==> config.mk <==
export PLATFORM = sky130hd
export DESIGN_NAME = register_op_scheduler
export DESIGN_NICKNAME = d
export VERILOG_FILES = /design/src/rtl/reg_ctrl_pkg.sv /design/src/rtl/rr_arbiter2.sv /design/src/rtl/register_op_scheduler.sv
export SDC_FILE = /design/constraint.sdc
export NUM_CORES = 1
export LEC_CHECK = 0
export CELL_PAD_IN_SITES_DETAIL_PLACEMENT = 0
export CELL_PAD_IN_SITES_GLOBAL_PLACEMENT = 1
export CORE_MARGIN = 3
export CORE_UTILIZATION = 35
export DETAILED_ROUTE_END_ITERATION = 10
export DONT_BUFFER_PORTS = 1
export GPL_ROUTABILITY_DRIVEN = 0
export PLACE_DENSITY_LB_ADDON = 0.1
export SLEW_MARGIN = 20
export SYNTH_ARGS = -nofsm -noshare
export SYNTH_HDL_FRONTEND = slang
export SYNTH_SLANG_ARGS = --single-unit
==> constraint.sdc <==
create_clock -name Clock -period 1.5 [get_ports Clock]
set_input_delay 0.375 -clock Clock [delete_from_list [all_inputs] [get_ports Clock]]
set_output_delay 0.375 -clock Clock [all_outputs]
set_load 0.05 [all_outputs]
==> src/rtl/reg_ctrl_pkg.sv <==
// Shared definitions for the Register control path: FunSel codes, scheduler
// opcodes and the sequencer state encoding.
// Latency: n/a (definitions only). Backpressure: n/a.
package reg_ctrl_pkg;

  // FunSel codes understood by the Register
  localparam logic [2:0] FS_DEC          = 3'b000;
  localparam logic [2:0] FS_INC          = 3'b001;
  localparam logic [2:0] FS_LOAD         = 3'b010;
  localparam logic [2:0] FS_CLR          = 3'b011;
  localparam logic [2:0] FS_LOADLO_CLRHI = 3'b100;
  localparam logic [2:0] FS_WRLO         = 3'b101;
  localparam logic [2:0] FS_WRHI         = 3'b110;
  localparam logic [2:0] FS_SEXT         = 3'b111;

  // Scheduler opcodes: 0xxx is a direct FunSel, 1000 a two-beat word load,
  // everything above that is reserved.
  localparam logic [3:0] OP_WORD16  = 4'b1000;
  localparam logic [3:0] OP_RSVD_LO = 4'b1001;
  localparam logic [3:0] OP_RSVD_HI = 4'b1111;

  typedef enum logic [1:0] {
    ST_IDLE    = 2'd0,
    ST_EXEC    = 2'd1,
    ST_WORD_HI = 2'd2
  } state_t;

  typedef enum logic {
    REQ_A = 1'b0,
    REQ_B = 1'b1
  } req_id_t;

  function automatic logic op_is_reserved(input logic [3:0] op);
    return (op >= OP_RSVD_LO) && (op <= OP_RSVD_HI);
  endfunction

endpackage

==> src/rtl/rr_arbiter2.sv <==
// Two-input arbiter: round-robin on ties (RR!=0) or fixed priority to A (RR==0).
// Latency: winner is combinational from the requests; the history flag updates on take.
// Backpressure: none; the caller only asserts take when it consumes the winner.
// Ports: req_a/req_b requests, take = winner accepted this cycle, winner = chosen requester.
module rr_arbiter2
  import reg_ctrl_pkg::*;
#(
  parameter int RR = 1
) (
  input  logic    Clock,
  input  logic    Reset,
  input  logic    req_a,
  input  logic    req_b,
  input  logic    take,
  output req_id_t winner
);

  req_id_t last_q;

  always_comb begin
    winner = REQ_A;
    if (req_a && req_b) begin
      // tie: round-robin hands it to whoever did not win last time
      winner = ((RR != 0) && (last_q == REQ_A)) ? REQ_B : REQ_A;
    end else if (req_b) begin
      winner = REQ_B;
    end
  end

  // last starts as B so A wins the first tie after reset
  always_ff @(posedge Clock) begin
    if (Reset) begin
      last_q <= REQ_B;
    end else if (take) begin
      last_q <= winner;
    end
  end

endmodule

==> src/rtl/register_op_scheduler.sv <==
// Arbitrates two requesters onto one Register (FunSel/I/E), splitting WORD16 into two byte writes.
// Latency: request seen at edge k -> write at k+1 (single) or k+1/k+2 (WORD16); IDLE between ops.
// Backpressure: requesters hold Req/Op/Data until their Gnt is seen; only IDLE samples requests.
// Ports: Clock/Reset (sync, active-high); ReqA/B, OpA/B, DataA/B in; FunSel, I, E to the Register;
//        GntA/B completion strobes, Busy (not idle), Err (reserved opcode, with its Gnt).
module register_op_scheduler
  import reg_ctrl_pkg::*;
#(
  parameter int N  = 16,  // only 16 is supported
  parameter int RR = 1
) (
  input  logic         Clock,
  input  logic         Reset,
  input  logic         ReqA,
  input  logic         ReqB,
  input  logic [3:0]   OpA,
  input  logic [3:0]   OpB,
  input  logic [N-1:0] DataA,
  input  logic [N-1:0] DataB,
  output logic [2:0]   FunSel,
  output logic [N-1:0] I,
  output logic         E,
  output logic         GntA,
  output logic         GntB,
  output logic         Busy,
  output logic         Err
);

  state_t       state_q, state_d;
  logic [3:0]   op_q;
  logic [N-1:0] data_q;
  req_id_t      win_q;
  req_id_t      winner;
  logic         take;
  logic         gnt;

  assign take = (state_q == ST_IDLE) && (ReqA || ReqB);

  rr_arbiter2 #(.RR(RR)) u_arb (
    .Clock  (Clock),
    .Reset  (Reset),
    .req_a  (ReqA),
    .req_b  (ReqB),
    .take   (take),
    .winner (winner)
  );

  always_ff @(posedge Clock) begin
    if (Reset) begin
      state_q <= ST_IDLE;
      op_q    <= '0;
      data_q  <= '0;
      win_q   <= REQ_A;
    end else begin
      state_q <= state_d;
      if (take) begin
        op_q   <= (winner == REQ_B) ? OpB : OpA;
        data_q <= (winner == REQ_B) ? DataB : DataA;
        win_q  <= winner;
      end
    end
  end

  // Outputs decode only from state and captured operands, never from Req.
  always_comb begin
    state_d = state_q;
    E       = 1'b0;
    FunSel  = FS_DEC;
    I       = '0;
    gnt     = 1'b0;
    Err     = 1'b0;
    Busy    = (state_q != ST_IDLE);
    case (state_q)
      ST_IDLE: begin
        if (ReqA || ReqB) state_d = ST_EXEC;
      end
      ST_EXEC: begin
        state_d = ST_IDLE;
        if (op_is_reserved(op_q)) begin
          // register left untouched, requester released with an error flag
          gnt = 1'b1;
          Err = 1'b1;
        end else if (op_q == OP_WORD16) begin
          E       = 1'b1;
          FunSel  = FS_LOADLO_CLRHI;
          I       = {8'h00, data_q[7:0]};
          state_d = ST_WORD_HI;
        end else begin
          E      = 1'b1;
          FunSel = op_q[2:0];
          I      = data_q;
          gnt    = 1'b1;
        end
      end
      ST_WORD_HI: begin
        E       = 1'b1;
        FunSel  = FS_WRHI;
        I       = {8'h00, data_q[15:8]};
        gnt     = 1'b1;
        state_d = ST_IDLE;
      end
      default: state_d = ST_IDLE;
    endcase
    // Reset forces the Register interface quiet in the same cycle, so a
    // reset during WORD_HI keeps the high-byte write from landing.
    if (Reset) begin
      E      = 1'b0;
      FunSel = FS_DEC;
      I      = '0;
      gnt    = 1'b0;
      Err    = 1'b0;
      Busy   = 1'b0;
    end
  end

  assign GntA = gnt && (win_q == REQ_A);
  assign GntB = gnt && (win_q == REQ_B);

endmodule
Word level (Yosys, flattened, before mapping)
Index checks and enable logic that the tools add are counted.
- bits in registers: 24
- latch bits: 0
- bits in writable memories: 0
- memory bits (read-only): 0
- output and inout port bits: 24
- logic and storage cells: 48
- memories: 0
- $add $sub $neg: 0
- $mul: 0
- divide/modulo/power cells: 0
- $lt $le $gt $ge: 2
- eq/ne operators: 4
- shift-type cells: 0
- muxes and demuxes: 28
- bitwise operators: 1
- reductions and logical operators: 8
- operators by type and width (operator ; number):
    16-bit two-way mux ; 4
    16-bit case mux with 2 select lines ; 1
    1-bit two-way mux ; 12
    3-bit two-way mux ; 3
    2-bit two-way mux ; 3
    3-bit case mux with 2 select lines ; 1
    1-bit logical AND ; 5
    4-bit equality test (second input constant) ; 1
    4-bit >= comparator (second input constant) ; 1
    4-bit <= comparator (second input constant) ; 1
    4-bit two-way mux ; 1
    1-bit case mux with 2 select lines ; 2
    2-bit case mux with 2 select lines ; 1
    2-bit by 1-bit equality test with 1-bit output (second input constant) ; 1
    2-bit equality test (second input constant) ; 1
    2-bit logical NOT ; 1
    2-bit by 1-bit inequality test with 1-bit output (second input constant) ; 1
    2-bit nonzero test ; 1
    1-bit logical OR ; 1
    1-bit inverter ; 1

Logic depth before layout (Yosys ltp)
- depth after elaboration: 6
- depth in mapped cells: 7
- depth with buffers taken out: 5

Modules after synthesis
A second synthesis with hierarchy kept.
- cell total of the unflattened synthesis: 157
- area total of the unflattened synthesis: 1373.8 µm²
- by module, submodules not included (module ; times used ; cells each ; area an instance (µm²)):
    register_op_scheduler ; 1 ; 153 ; 1331.3
    rr_arbiter2 ; 1 ; 4 ; 42.5

Worst setup path before layout
No wires, ideal clock.
- path kind: in2out
- start point: input Reset
- end point: output Err
- arrival time: 1.702 ns
- required time: 1.125 ns
- slack: -0.577 ns
- cell stages on the path: 2
- cells stage by stage: buf_2 -> nor3b_1
- cells in the longest elaborated chain, start to end: 1
- RTL lines (item ; RTL line ; RTL):
    start: declaration ; register_op_scheduler.sv:13 ; input logic Reset,
    1-bit two-way mux ; register_op_scheduler.sv:106 ; if (Reset) begin
    end: declaration ; register_op_scheduler.sv:26 ; output logic Err
No other way between the ends.

Final worst setup path
- start point: register state_q[1]
- end point: output E
- cells in the longest elaborated chain, start to end: 3
- elaborated cells between the ends (all ways): 4
- RTL lines (item ; RTL line ; RTL):
    start: declaration ; register_op_scheduler.sv:29 ; state_t state_q, state_d;
    start signal: assignment ; register_op_scheduler.sv:55 ; state_q <= state_d;
    2-bit equality test / 2-bit by 1-bit equality test with 1-bit output (equally long branches) ; register_op_scheduler.sv:73 ; case (state_q)
    1-bit case mux with 2 select lines (*) ; register_op_scheduler.sv:73 ;
    1-bit two-way mux (*) ; register_op_scheduler.sv:106 ;
    end: declaration ; register_op_scheduler.sv:22 ; output logic E,
Every way passes the cells marked *; elsewhere a longest branch is shown, timed or not.

==> flow_summary.ini <==
[timing]
worstMarginPinSlew_ns = 0.320
min_period_ns = 2.02
skew_ns = 0.00167
fin_tns_setup_ns = -10.87
max_freq_mhz = 494
setup_viol = 23
timing.final.ws_setup_ns = -0.522
timing.final.crit_share = 1.35
grt_setup_unrepaired = yes
maxSlewViolCount = 0
hold_viol_final = 0
hold_slack_ns = 0.157
maxSlewHeadroom = 0.784

[synth]
synth_compound_area_frac = 0.391
muxShareOfSynthArea = 0
yosys.area.top_type = dfxtp_1
syn_area_um2 = 1530
synth-seq-cells = 24
synth_cells = 170
synth_xor_area_frac = 0
synth_area_leaders = dfxtp_1 31%, a211oi_2 16%, a21oi_2 11%
yosysWarnings = 0
synth_top_family_by_area = compound AO/OA/AOI/OAI gates
yosys.area_share.adder = 0.0245
synthDistinctLibCells = 35
seq_area_frac_synth = 0.314
synth_top_area_frac = 0.314
syn-num-nets = 217
synth-simple-area-share = 0.199
avgSynthCellArea_um2 = 9.01

[setup_path]
cp-endpoint = E
arrival_ns = 1.65
reg2reg_depth = 7
cp-start-kind = flop
path_max_fanout = 10
r2r-start = state_q[1]
r2r-end = data_q[0]
crit_required_ns = 1.12
setup.worst_path.class = flop to output port
critPathCaptureType = output port
crit_start = state_q[1]
rrSetupSlack_ns = 0.09

[clocking]
clkLatencyLatePin_ns = 0.27
cts_tree = yes
path_clk_slew_ns = 0.09
cts.sinks = 24
cts_made_buffers = 3
cts_root_buf = clkbuf_8
htreeDepth = 1
clk_path_buf_depth = 2

[detailed_routing]
drt_first_pass_iters = 4
vias = 1336
routed_via_density = 5.64
ant_nets = 0
drc = 0
dr.first_iter.drc_count = 40
drt-total-wl_mm = 4.55
wl_per_cell_um = 19.2

[global_routing]
grt.met2_usage = 0.310
grt.overflow.total = 0
grt_use_met3 = 0.0416
busiest_layer = met2
first_global_vias = 1407
grt_max_degree = 29
antenna_found_initial = 0
met1_usage = 0.229
grt_pass1_wl_mm = 7.25
groute.usage.overall = 0.178

[floorplan]
num_rows = 23
die_height_um = 72.2
die_area_um2 = 5210
io_pins = 68
die_w_um = 72.2
core_um2 = 4120
initial_core_util = 0.372

[min_path]
hold_class = input pin to flop

[power_and_ir_drop]
pwr-share-comb = 0.286
seqPwrFrac = 0.408
p_clk_frac = 0.306
vdd_drop_max_mv = 0.668
switchingPower_w = 0.000579
power.density_nw_per_um2 = 934
internal_power_w = 0.00131
switching_share = 0.307
p_leak_nw = 0.828

[cells_and_area]
area_delta_synth_final_pct = 31.8
antenna_cells = 0
drive_gt1_frac = 0.578
layout_common_cells = 22 x nor2_1, 22 x dfxtp_1, 20 x nand2_1
utilization = 0.490
fin_nets = 235

[outcome]
violations = negative setup slack
status = complete, but fails checks

[placement]
port_buffers = 0
hpwl_mm = 3.35

[job]
cap_violations = 0
worst max-delay path: stages (launching register included):
cell and delay [ns]:
dfxtp_2 0.36, inv_4 0.05, ha_4 0.26, nand3b_1 0.12, nor2b_1 0.16, buf_6 0.20, or2_4 0.24
area by class of cell:
type	instances	area, µm²
inverters	3	13.8
clock inverters	1	30.0
fillers	398	2100
multi-input cells	129	1140
clock buffers	3	41.3
well taps	50	62.6
flip-flops and latches	24	483
repair buffers	27	250
Yosys cell counts:
master / number
nor2_2: 1
a21oi_1: 3
nand3b_1: 1
a22oi_1: 1
or2_1: 1
nor2b_1: 2
a211oi_2: 19
nor3b_1: 1
clkbuf_1: 1
o311ai_0: 1
o21a_1: 1
clkbuf_2: 1
buf_6: 4
and2_1: 10
a211oi_1: 2
and3b_1: 1
a22o_1: 8
or2_2: 2
nor2_1: 23
a21o_1: 2
a31oi_1: 1
o21ai_1: 1
nor4b_2: 1
a21oi_2: 19
inv_1: 3
o21bai_1: 1
o31ai_1: 1
nand3_1: 1
a21bo_1: 1
a21boi_4: 1
nand2_1: 20
buf_4: 2
buf_2: 6
ha_1: 3
dfxtp_1: 24
worst min path at each step:
stage	start	endpoint	cells after the start
after detailed placement	Reset	data_q[1]	1
after global routing	Reset	data_q[9]	1
after floorplan	state_q[1]	state_q[1]	2
final	Reset	state_q[1]	1
after global placement	Reset	state_q[1]	1
after CTS	Reset	data_q[8]	1
registers in the layout, summed over array words and instances (netlist names):
name and count:
state_q 2, data_q 16, win_q 1, op_q 4, u_arb.last_q 1
per-layer routing:
| metal | share of wire | up-vias |
|---|---|---|
| li1 | - | 634 |
| met1 | 0.42 | 663 |
| met2 | 0.52 | 37 |
| met3 | 0.056 | 2 |
| met4 | 0.0029 | 0 |
| met5 | 0 | - |
logic make-up (layout without fill, tap and decap cells):
group,after synthesis,after routing
AOI/OAI and AO/OA,62,62
DFF,24,24
adders and majority gates,3,3
and+or+nand+nor,64,64
buffers and inverters,17,34
power groups by stage:
stage                     sequential (W)  clock (W)  combinational (W)
after floorplan                 0.000771          0           0.000396
after global placement          0.000781          0           0.000490
after detailed placement        0.000784          0           0.000502
after CTS                       0.000770   0.000595           0.000523
after global routing            0.000780   0.000612           0.000586
final                           0.000770   0.000577           0.000539
metrics by stage:
stage | instances | cell area, µm² | setup slack, ns | total power [W]
4_1_cts | 237 | 1980 | -0.534 | 0.00189
5_1_grt | 237 | 2020 | -0.597 | 0.00198
3_3_place_gp | 230 | 1830 | -0.221 | 0.00127
6_report | 237 | 2020 | -0.522 | 0.00189
2_1_floorplan | 170 | 1670 | -0.146 | 0.00117
3_5_place_dp | 230 | 1830 | -0.263 | 0.00129
timing repair:
item | 4_1_cts | 5_1_grt
hold buffers | 0 | 0
pin swaps | 9 | 3
buffers inserted | 3 | 0
gates resized for setup | 15 | 10
endpoints found under the hold margin | 0 | 0
endpoints found under the setup margin | 24 | 26
Note: power is estimated with default switching activity, not from simulation.
